<file path="config.mk">
export PLATFORM = sky130hd
export DESIGN_NAME = ps2_key_decoder
export DESIGN_NICKNAME = d
export VERILOG_FILES = /design/src/rtl/ps2_key_decoder.sv
export SDC_FILE = /design/constraint.sdc
export NUM_CORES = 1
export LEC_CHECK = 0
export ABC_AREA = 1
export CELL_PAD_IN_SITES_DETAIL_PLACEMENT = 0
export CELL_PAD_IN_SITES_GLOBAL_PLACEMENT = 1
export CORE_UTILIZATION = 39
export CTS_CLUSTER_DIAMETER = 150
export CTS_CLUSTER_SIZE = 24
export DETAILED_ROUTE_END_ITERATION = 6
export PLACE_DENSITY = 0.72
export RECOVER_POWER = 25
export SLEW_MARGIN = 5
export SYNTH_ARGS = -nofsm -noshare
export SYNTH_HDL_FRONTEND = slang
export SYNTH_SLANG_ARGS = --single-unit
export TNS_END_PERCENT = 50
</file>
<file path="constraint.sdc">
create_clock -name clk -period 1.73 [get_ports clk]
set_clock_uncertainty 0.1 [all_clocks]
set_input_delay 0.173 -clock clk [delete_from_list [all_inputs] [get_ports clk]]
set_output_delay 0.173 -clock clk [all_outputs]
set_load 0.05 [all_outputs]
</file>
<file path="src/rtl/ps2_key_decoder.sv">
// ps2_key_decoder
//   PS/2 keyboard front end. Synchronises and deglitches raw ps2_clk/ps2_data,
//   deserialises 11-bit frames, folds E0 (extended) / F0 (break) prefixes into
//   the following code byte, tracks which of NUM_KEYS table keys are held and
//   reports the most recently pressed held key as a direction index.
//
//   Optional feature: define PS2_PARITY_CHECK_EN to drop frames with bad odd
//   parity (frame_err pulse, prefix flags kept). Without it the parity bit is
//   consumed and ignored.
//
// Ports
//   clk, rst         system clock, synchronous active-high reset
//   ps2_clk/ps2_data raw asynchronous PS/2 lines
//   key_valid        1-cycle strobe, a complete scan code was decoded
//   key_code/ext/brk code byte and prefix flags, held until next key_valid
//   key_held         bit i set while table key i is pressed
//   dir_idx          index of the most recently pressed held key
//   dir_active       any table key held
//   frame_err        1-cycle strobe, a frame was dropped (stop/timeout/parity)
module ps2_key_decoder #(
   parameter int                    NUM_KEYS       = 4,
   parameter logic [NUM_KEYS*9-1:0] KEY_CODES      = {9'h174, 9'h16B, 9'h172, 9'h175},
   parameter int                    FILTER_LEN     = 8,
   parameter int                    TIMEOUT_CYCLES = 50000,
   parameter int                    IDX_W          = $clog2(NUM_KEYS)
) (
   input  logic                clk,
   input  logic                rst,
   input  logic                ps2_clk,
   input  logic                ps2_data,
   output logic                key_valid,
   output logic [7:0]          key_code,
   output logic                key_ext,
   output logic                key_break,
   output logic [NUM_KEYS-1:0] key_held,
   output logic [IDX_W-1:0]    dir_idx,
   output logic                dir_active,
   output logic                frame_err
);

   localparam int FCW = $clog2(FILTER_LEN + 1);
   localparam int TCW = $clog2(TIMEOUT_CYCLES + 1);

   typedef enum logic [1:0] {S_IDLE, S_DATA, S_PARITY, S_STOP} state_t;

   logic [1:0]          clk_s_q, clk_s_d, dat_s_q, dat_s_d;
   logic                filt_q, filt_d;
   logic [FCW-1:0]      fcnt_q, fcnt_d;
   state_t              st_q, st_d;
   logic [2:0]          bcnt_q, bcnt_d;
   logic [7:0]          shift_q, shift_d;
   logic [TCW-1:0]      tmo_q, tmo_d;
   logic                byte_rdy_q, byte_rdy_d;
   logic [7:0]          byte_q, byte_d;
   logic                ext_q, ext_d, brk_q, brk_d;
   logic                key_valid_q, key_valid_d;
   logic [7:0]          key_code_q, key_code_d;
   logic                key_ext_q, key_ext_d, key_break_q, key_break_d;
   logic [NUM_KEYS-1:0] held_q, held_d;
   logic [IDX_W-1:0]    dir_q, dir_d;
   logic                act_q, act_d;
   logic                frame_err_q, frame_err_d;
`ifdef PS2_PARITY_CHECK_EN
   logic                par_ok_q, par_ok_d;
`endif

   logic                clk_in, dat_in, strobe, stop_ok, hit;
   logic [IDX_W-1:0]    hit_idx;
   logic [NUM_KEYS-1:0] held_nxt;

   always_comb begin
      clk_s_d     = {clk_s_q[0], ps2_clk};
      dat_s_d     = {dat_s_q[0], ps2_data};
      clk_in      = clk_s_q[1];
      dat_in      = dat_s_q[1];
      filt_d      = filt_q;
      fcnt_d      = fcnt_q;
      st_d        = st_q;
      bcnt_d      = bcnt_q;
      shift_d     = shift_q;
      tmo_d       = tmo_q;
      byte_rdy_d  = 1'b0;
      byte_d      = byte_q;
      ext_d       = ext_q;
      brk_d       = brk_q;
      key_valid_d = 1'b0;
      key_code_d  = key_code_q;
      key_ext_d   = key_ext_q;
      key_break_d = key_break_q;
      held_d      = held_q;
      dir_d       = dir_q;
      act_d       = act_q;
      frame_err_d = 1'b0;
      strobe      = 1'b0;
      stop_ok     = 1'b0;
      hit         = 1'b0;
      hit_idx     = '0;
      held_nxt    = held_q;
`ifdef PS2_PARITY_CHECK_EN
      par_ok_d    = par_ok_q;
`endif

      // Filtered clock follows the synced line only after FILTER_LEN
      // consecutive differing samples; a 1->0 move of it is the bit strobe.
      if (clk_in != filt_q) begin
         if (fcnt_q == FCW'(FILTER_LEN - 1)) begin
            filt_d = clk_in;
            fcnt_d = '0;
            strobe = filt_q;
         end else begin
            fcnt_d = fcnt_q + 1'b1;
         end
      end else begin
         fcnt_d = '0;
      end

      case (st_q)
         S_IDLE: begin
            tmo_d = '0;
            if (strobe && !dat_in) begin
               st_d   = S_DATA;
               bcnt_d = '0;
            end
         end
         S_DATA: if (strobe) begin
            shift_d = {dat_in, shift_q[7:1]};
            bcnt_d  = bcnt_q + 1'b1;
            if (bcnt_q == 3'd7) st_d = S_PARITY;
         end
         S_PARITY: if (strobe) begin
`ifdef PS2_PARITY_CHECK_EN
            par_ok_d = ^{shift_q, dat_in};
`endif
            st_d = S_STOP;
         end
         S_STOP: if (strobe) begin
            st_d = S_IDLE;
`ifdef PS2_PARITY_CHECK_EN
            stop_ok = dat_in && par_ok_q;
`else
            stop_ok = dat_in;
`endif
            if (stop_ok) begin
               byte_rdy_d = 1'b1;
               byte_d     = shift_q;
            end else begin
               frame_err_d = 1'b1;
            end
         end
         default: st_d = S_IDLE;
      endcase

      // Mid-frame watchdog: a stalled keyboard must not wedge the receiver.
      if (st_q != S_IDLE) begin
         if (strobe) begin
            tmo_d = '0;
         end else if (tmo_q == TCW'(TIMEOUT_CYCLES - 1)) begin
            st_d        = S_IDLE;
            frame_err_d = 1'b1;
            tmo_d       = '0;
         end else begin
            tmo_d = tmo_q + 1'b1;
         end
      end

      // Byte handling one cycle after the stop strobe.
      if (byte_rdy_q) begin
         if (byte_q == 8'hE0) begin
            ext_d = 1'b1;
         end else if (byte_q == 8'hF0) begin
            brk_d = 1'b1;
         end else begin
            key_valid_d = 1'b1;
            key_code_d  = byte_q;
            key_ext_d   = ext_q;
            key_break_d = brk_q;
            ext_d       = 1'b0;
            brk_d       = 1'b0;
            for (int i = 0; i < NUM_KEYS; i++) begin
               if (!hit && ({ext_q, byte_q} == KEY_CODES[i*9 +: 9])) begin
                  hit     = 1'b1;
                  hit_idx = IDX_W'(i);
               end
            end
            if (hit) begin
               held_nxt[hit_idx] = !brk_q;
               held_d            = held_nxt;
               act_d             = |held_nxt;
               if (!brk_q) begin
                  dir_d = hit_idx;
               end else if (dir_q == hit_idx) begin
                  // Fall back to the lowest-index key still held; descending
                  // scan so the last assignment wins with the lowest index.
                  for (int i = NUM_KEYS - 1; i >= 0; i--) begin
                     if (held_nxt[i]) dir_d = IDX_W'(i);
                  end
               end
            end
         end
      end
   end

   always_ff @(posedge clk) begin
      if (rst) begin
         // Lines idle high, so the sync chain and filter start high to avoid
         // a spurious edge out of reset.
         clk_s_q     <= 2'b11;
         dat_s_q     <= 2'b11;
         filt_q      <= 1'b1;
         fcnt_q      <= '0;
         st_q        <= S_IDLE;
         bcnt_q      <= '0;
         shift_q     <= '0;
         tmo_q       <= '0;
         byte_rdy_q  <= 1'b0;
         byte_q      <= '0;
         ext_q       <= 1'b0;
         brk_q       <= 1'b0;
         key_valid_q <= 1'b0;
         key_code_q  <= '0;
         key_ext_q   <= 1'b0;
         key_break_q <= 1'b0;
         held_q      <= '0;
         dir_q       <= '0;
         act_q       <= 1'b0;
         frame_err_q <= 1'b0;
`ifdef PS2_PARITY_CHECK_EN
         par_ok_q    <= 1'b0;
`endif
      end else begin
         clk_s_q     <= clk_s_d;
         dat_s_q     <= dat_s_d;
         filt_q      <= filt_d;
         fcnt_q      <= fcnt_d;
         st_q        <= st_d;
         bcnt_q      <= bcnt_d;
         shift_q     <= shift_d;
         tmo_q       <= tmo_d;
         byte_rdy_q  <= byte_rdy_d;
         byte_q      <= byte_d;
         ext_q       <= ext_d;
         brk_q       <= brk_d;
         key_valid_q <= key_valid_d;
         key_code_q  <= key_code_d;
         key_ext_q   <= key_ext_d;
         key_break_q <= key_break_d;
         held_q      <= held_d;
         dir_q       <= dir_d;
         act_q       <= act_d;
         frame_err_q <= frame_err_d;
`ifdef PS2_PARITY_CHECK_EN
         par_ok_q    <= par_ok_d;
`endif
      end
   end

   assign key_valid  = key_valid_q;
   assign key_code   = key_code_q;
   assign key_ext    = key_ext_q;
   assign key_break  = key_break_q;
   assign key_held   = held_q;
   assign dir_idx    = dir_q;
   assign dir_active = act_q;
   assign frame_err  = frame_err_q;

endmodule
</file>
==> impl_metrics.tcl <==
set metrics [dict create \
    worst_slack_ps 23.75 \
    yosys.cell_types.count 34 \
    cpLargestDelayFamily "simple AND/OR/NAND/NOR gates" \
    peakVddDrop_mv 0.4432 \
    ios 23 \
    finalSetupViolCount 0 \
    finalCritPeriodShare 0.9863 \
    min_period_ps 1706 \
    postSynthAreaPerCell_um2 7.813 \
    drc 0 \
    critPathCaptureType "register" \
    detailedRoute.firstPassIterationCount 4 \
    place.gp.congestion 0.7746 \
    nNetsFinal 446 \
    status "completed" \
    reg2reg_from "byte_q[7]$_SDFFE_PP0P_" \
    max_freq_mhz 586.1 \
    cts_root_buf "clkbuf_8" \
    vias 2557 \
    numPortBuffers 22 \
    synth_edf_count 0 \
    hold_path_class "in -> reg" \
    slowest_stage "dfxtp_2" \
    crit_buf_inv 1 \
    diodes 0 \
    drive_gt1_frac 0.3183 \
    antenna_found_initial 0 \
    core_area_mm2 0.007292 \
    routedWlPerCell_um 11.94 \
    hold_end "dat_s_q[0]$_SDFF_PP1_" \
    min_from "ps2_data" \
    powerDensity_mw_per_mm2 724.7 \
    ys.warnings.count 0 \
    wirelength_mm 6.474 \
    timing.rr.end "dir_idx[1]$_SDFFE_PP0P_" \
    ys_seq_area_frac 0.4585 \
    postSynth.asyncResetShare 0 \
    ff_latch_area_mm2 0.001378 \
    slew_headroom 0.5915 \
    path_cells "inv_2 > nand2_4 > nor2_8 > nand3_4 > nand4_1 > nand2_4 > nand3_4 > nand3_4 > nand2_4 > nand2_2 > nand2_2 > nor2_2" \
    grt_pass1_wl_mm 10.60 \
    mostFrequentLayoutCell "dfxtp_1" \
    leakage_uw 0.001489 \
    cts.clk_slew.worst_paths_ps 70 \
    worstSetupStartpointType "register" \
    ant_nets 0 \
    synth.cell_area_mm2 0.002969 \
    htree_num_levels 3 \
    clockBufferDepth 2 \
    die_w_um 89.25 \
    multi_input_area_mm2 0.001567 \
    r2r_slack_ps 20 \
    cap_viol_max_count 0 \
    cts_buffers 9 \
    fin_util 0.5204 \
    gr-usage-all-layers 0.1757 \
    grt_overflow 0 \
    cp_max_fo 8 \
    synthesis.nets 388 \
    hold_viol 0 \
    grt_pass1_vias 2261 \
    cts.sinks 68 \
    die_area_mm2 0.007966 \
    totalPowerFinal_uw 2750 \
    cpPeakStageDelay_ps 320 \
    initial_core_util 0.4072 \
    worst-endpoint-arrival_ps 1850 \
    rsz0062_at_grt "true" \
    nFillCells 759 \
    syn_inst 380 \
    slew_viol_final 0 \
    clock_latency_ps 340 \
    pre_cts_slack_ps -10.30 \
    layout_common_cells "dfxtp_1, nand2_1, buf_4" \
    path_class "reg -> reg" \
    die_h_um 89.25 \
    drtIter0Drc 107 \
    place_hpwl_mm 4.659 \
    crit_start "byte_q[7]$_SDFFE_PP0P_" \
    synth-seq-cells 68 \
    grt_max_degree 15 \
    worst_pin_slew_ps 615.3 \
    cts_tree "done" \
    synthToLayoutAreaGrowth_pct 27.81 \
    vias_per_cell 4.718 \
    r2r_cells 12 \
    num_rows 31 \
    ys.flop_type "dfxtp_1" \
    crit_required_ps 1870 \
    holdPathStages 2 \
]
[cell usage after synthesis (all sizes together), types with 5 or more instances]
| library cell | n | area [µm²] |
|---|---|---|
| a21oi | 36 | 180.2 |
| a31oi | 5 | 31.28 |
| buf | 5 | 40.04 |
| clkbuf | 5 | 21.27 |
| dfxtp | 68 | 1361 |
| inv | 44 | 165.2 |
| nand2 | 74 | 330.3 |
| nand3 | 32 | 197.7 |
| nand4 | 6 | 37.54 |
| nor2 | 41 | 197.7 |
| nor3 | 6 | 40.04 |
| o21ai | 37 | 188.9 |
| xor2 | 6 | 52.55 |
[worst max path at each step]
stage                                    to  slack [ps]  cells after the start
floorplan            byte_q[5]$_SDFFE_PP0P_          70                      9
global placement       tmo_q[14]$_SDFF_PP0_          50                      8
detailed placement     tmo_q[14]$_SDFF_PP0_         -10                      8
CTS                               key_valid          10                      1
global route        dir_idx[0]$_SDFFE_PP0P_         -80                     12
finish              dir_idx[1]$_SDFFE_PP0P_          20                     12
[flip-flops by register name, indices dropped and copies added (netlist names), 2 cells and up]
name,flops
key_code,8
key_held,4
st_q,2
byte_q,8
shift_q,8
dat_s_q,2
bcnt_q,3
clk_s_q,2
fcnt_q,4
dir_idx,2
tmo_q,16
[what timing repair did]
| item | 4_1_cts | 5_1_grt |
|---|---|---|
| hold buffers | 0 | 0 |
| gates resized for setup | 2 | 62 |
| pin swaps | 0 | 14 |
| setup buffers | 0 | 12 |
| setup endpoints to repair | 4 | 60 |
[report_power, final]
group | switching, µW | internal [µW] | leakage, µW | total, µW
Combinational | 27.7 | 19.0 | 0.000849 | 46.7
Sequential | 2.10 | 1570 | 0.000555 | 1570
Clock | 574 | 558 | 0.0000844 | 1130
[layer usage]
layer | vias up | routed length (µm) | part of all wire | GRT usage
li1 | 1364 | - | - | -
met1 | 1158 | 3415 | 0.53 | 0.2496
met2 | 27 | 2816 | 0.43 | 0.2554
met3 | 8 | 164 | 0.025 | 0.04247
met4 | 0 | 78 | 0.012 | 0.06926
met5 | - | 0 | 0 | 0
[area by class of cell]
| type | count | area share |
|---|---|---|
| inverters | 45 | 0.04550 |
| repair buffers | 57 | 0.1032 |
| clock inverters | 2 | 0.002638 |
| flip-flops and latches | 68 | 0.3630 |
| multi-input cells | 257 | 0.4128 |
| well taps | 99 | 0.03264 |
| clock buffers | 14 | 0.04022 |
[worst reg2reg max path: cells and delay by family, from the launching register on]
kind | cells | cell delay (ps)
AND/OR/NAND/NOR | 11 | 1100
flip-flops | 1 | 320
buffers and inverters | 1 | 80
[cells by family (layout without fill, tap and decap cells)]
kind of cell             Yosys count  after routing  share of synthesized area
AO/OA/AOI/OAI                     78             78                     0.1348
AND/OR/NAND/NOR                  167            167                     0.2882
XOR/XNOR                           8              8                    0.02360
buffers and inverters             55            118                    0.07796
flip-flops                        68             68                     0.4585
adder cells (fa/ha/maj)            4              4                    0.01686
[per-stage QoR]
step	setup TNS [ps]	hold WS (ps)	std cells	area, µm²
after floorplan	0	176.8	380	2969
after global placement	0	292.9	514	3379
after detailed placement	-26.19	298.5	514	3379
after CTS	0	288.3	530	3547
after global routing	-336.8	313.2	542	3795
final	0	294.8	542	3795
No activity file was read; power rests on OpenSTA's default activity.
==> patch: new RTL, config.mk and constraints unchanged <==
The option `PS2_PARITY_CHECK_EN` is turned on by a define.
--- a/src/rtl/ps2_key_decoder.sv
+++ b/src/rtl/ps2_key_decoder.sv
@@ -19,2 +19,4 @@
 //   frame_err        1-cycle strobe, a frame was dropped (stop/timeout/parity)
+`define PS2_PARITY_CHECK_EN
+
 module ps2_key_decoder #(
Formal check against the unedited RTL: no difference found for any inputs over 10 cycles, from zero or initial values and one cycle with rst high; that may be too few to reach the edited logic, so the function may still have changed.
==> patch against the original RTL <==
- area after synthesis rose by 6.0%
- wire length decreased by 1.7%
- cell area grew 4.2%
- total power up 1.1%
- setup slack got worse by 0.0097 ns
- worst hold slack worse by 0.00081 ns
- core utilization shrank 1.2 points
- sequential cell count is 1 higher
- largest power group unchanged
- final cell count is 0.55% higher
==> patch: results (changes against the original RTL) <==
- Syn nets: 402 (was 388)
- GRT Overall Usage: 15.7% (was 17.6%)
- Routed len/inst: 11.7 µm (was 11.9 µm)
- Largest net degree at the start of global routing: 38 (was 15)
- Via density: 4.79 (was 4.72)
- Status: finished clean (unchanged)
- Area Growth Syn to Fin: 25.6% (was 27.8%)
- Final Net Count: 448 (was 446)
- Reg2reg start: fcnt_q[0] (was byte_q[7])
- Fraction of layout cells with a size suffix above 1: 32.1% (was 31.8%)
- Worst VDD drop: 0.385 mV (was 0.443 mV)
- Reg2reg path depth: 10 (was 12)
- Main area contributors after synthesis: dfxtp_1, nand2_1, o21ai_0 (was dfxtp_1, nand2_1, a21oi_1)
- Placed instance area: 0.00348 mm² (was 0.00338 mm²)
- Top cells by count, synth: dfxtp_1, nand2_1, nor2_1, inv_1, o21ai_0 (was dfxtp_1, nand2_1, a21oi_1, inv_1, nor2_1)
- Pre-CTS WS: -0.00190 ns (was -0.0103 ns)
- Worst r2r dst: byte_q[3] (was dir_idx[1])
- Warnings from Yosys: 0 (unchanged)
- Crit-path max FO: 7 (was 8)
- Number of global-route vias before repair: 2405 (was 2261)
- Fill cell count: 776 (was 759)
- Part of the Yosys area used for sequential elements: 43.9% (was 45.8%)
- Post-synth cell types: 45 (was 34)
- DP Wirelength: 4.26 mm (was 4.66 mm)
- Worst-Margin Slew: 0.495 ns (was 0.615 ns)
- Post-layout minimum cycle time: 1.72 ns (was 1.71 ns)
- P_leak: 1.66 nW (was 1.49 nW)
- Initial drt markers: 111 (was 107)
## patch: cell count changes after synthesis, sizes merged, moves of 6 or more
cell and delta:
a21oi -14, nand2 -16, nor2 +18, nor3 +6, xnor2 +6
## patch: through the flow
stage | instances | hold WS [ns]
2_1_floorplan | 394 | 0.177
3_3_place_gp | 518 | 0.296
3_5_place_dp | 518 | 0.294
4_1_cts | 532 | 0.272
5_1_grt | 545 | 0.292
6_report | 545 | 0.294
## patch: worst max-delay path: stages (launching register included)
cell     delay (ns)
dfxtp_2        0.35
ha_4           0.15
nand2_4        0.06
nor2_4         0.15
nand2_4        0.07
nor2_4         0.09
inv_2          0.06
nor2_4         0.19
nand3_4        0.14
o21ai_1        0.20
a21oi_2        0.04
## patch: layout make-up
cell class	count	area share, %
multi-input cells	270	43.7
flip-flops and latches	69	35.3
repair buffers	45	9.24
inverters	45	4.40
clock buffers	12	3.93
well taps	102	3.23
clock inverters	2	0.253
## patch: how the worst min path moves through the flow
stage / depth (start not counted) / end / slack [ns] / startpoint
floorplan: 1 / clk_s_q[0] / 0.18 / ps2_clk
global placement: 1 / clk_s_q[1] / 0.30 / clk_s_q[0]
detailed placement: 1 / dat_s_q[1] / 0.29 / dat_s_q[0]
CTS: 2 / clk_s_q[0] / 0.27 / ps2_clk
global route: 2 / clk_s_q[0] / 0.29 / ps2_clk
finish: 2 / clk_s_q[0] / 0.29 / ps2_clk
## patch: power breakdown
part           internal (mW)  switching, mW
Combinational         0.0212         0.0280
Sequential              1.59        0.00485
Clock                  0.578          0.554
## patch: cell families after synthesis
| kind of cell | count (synthesis) | synth area share [%] |
|---|---|---|
| AOI/OAI and AO/OA | 74 | 13.0 |
| xor gates and xnor gates | 13 | 3.62 |
| adders and majority gates | 4 | 1.59 |
| buffers and inverters | 56 | 7.51 |
| DFF | 69 | 43.9 |
| and+or+nand+nor | 178 | 30.4 |
## patch: metal layers
metal,vias to the layer above,track usage (%),part of all wire (%)
li1,1392,-,-
met2,30,25.9,46
met5,-,0,0
met3,10,4.56,3.3
met1,1178,19.2,49
met4,0,6.25,1.6
## patch: timing repair
item                                    in CTS  in global routing
gates resized for setup                      2                 65
pin swaps                                    0                 24
cloned                                       0                  2
setup buffers                                0                 11
endpoints found under the setup margin       2                 40
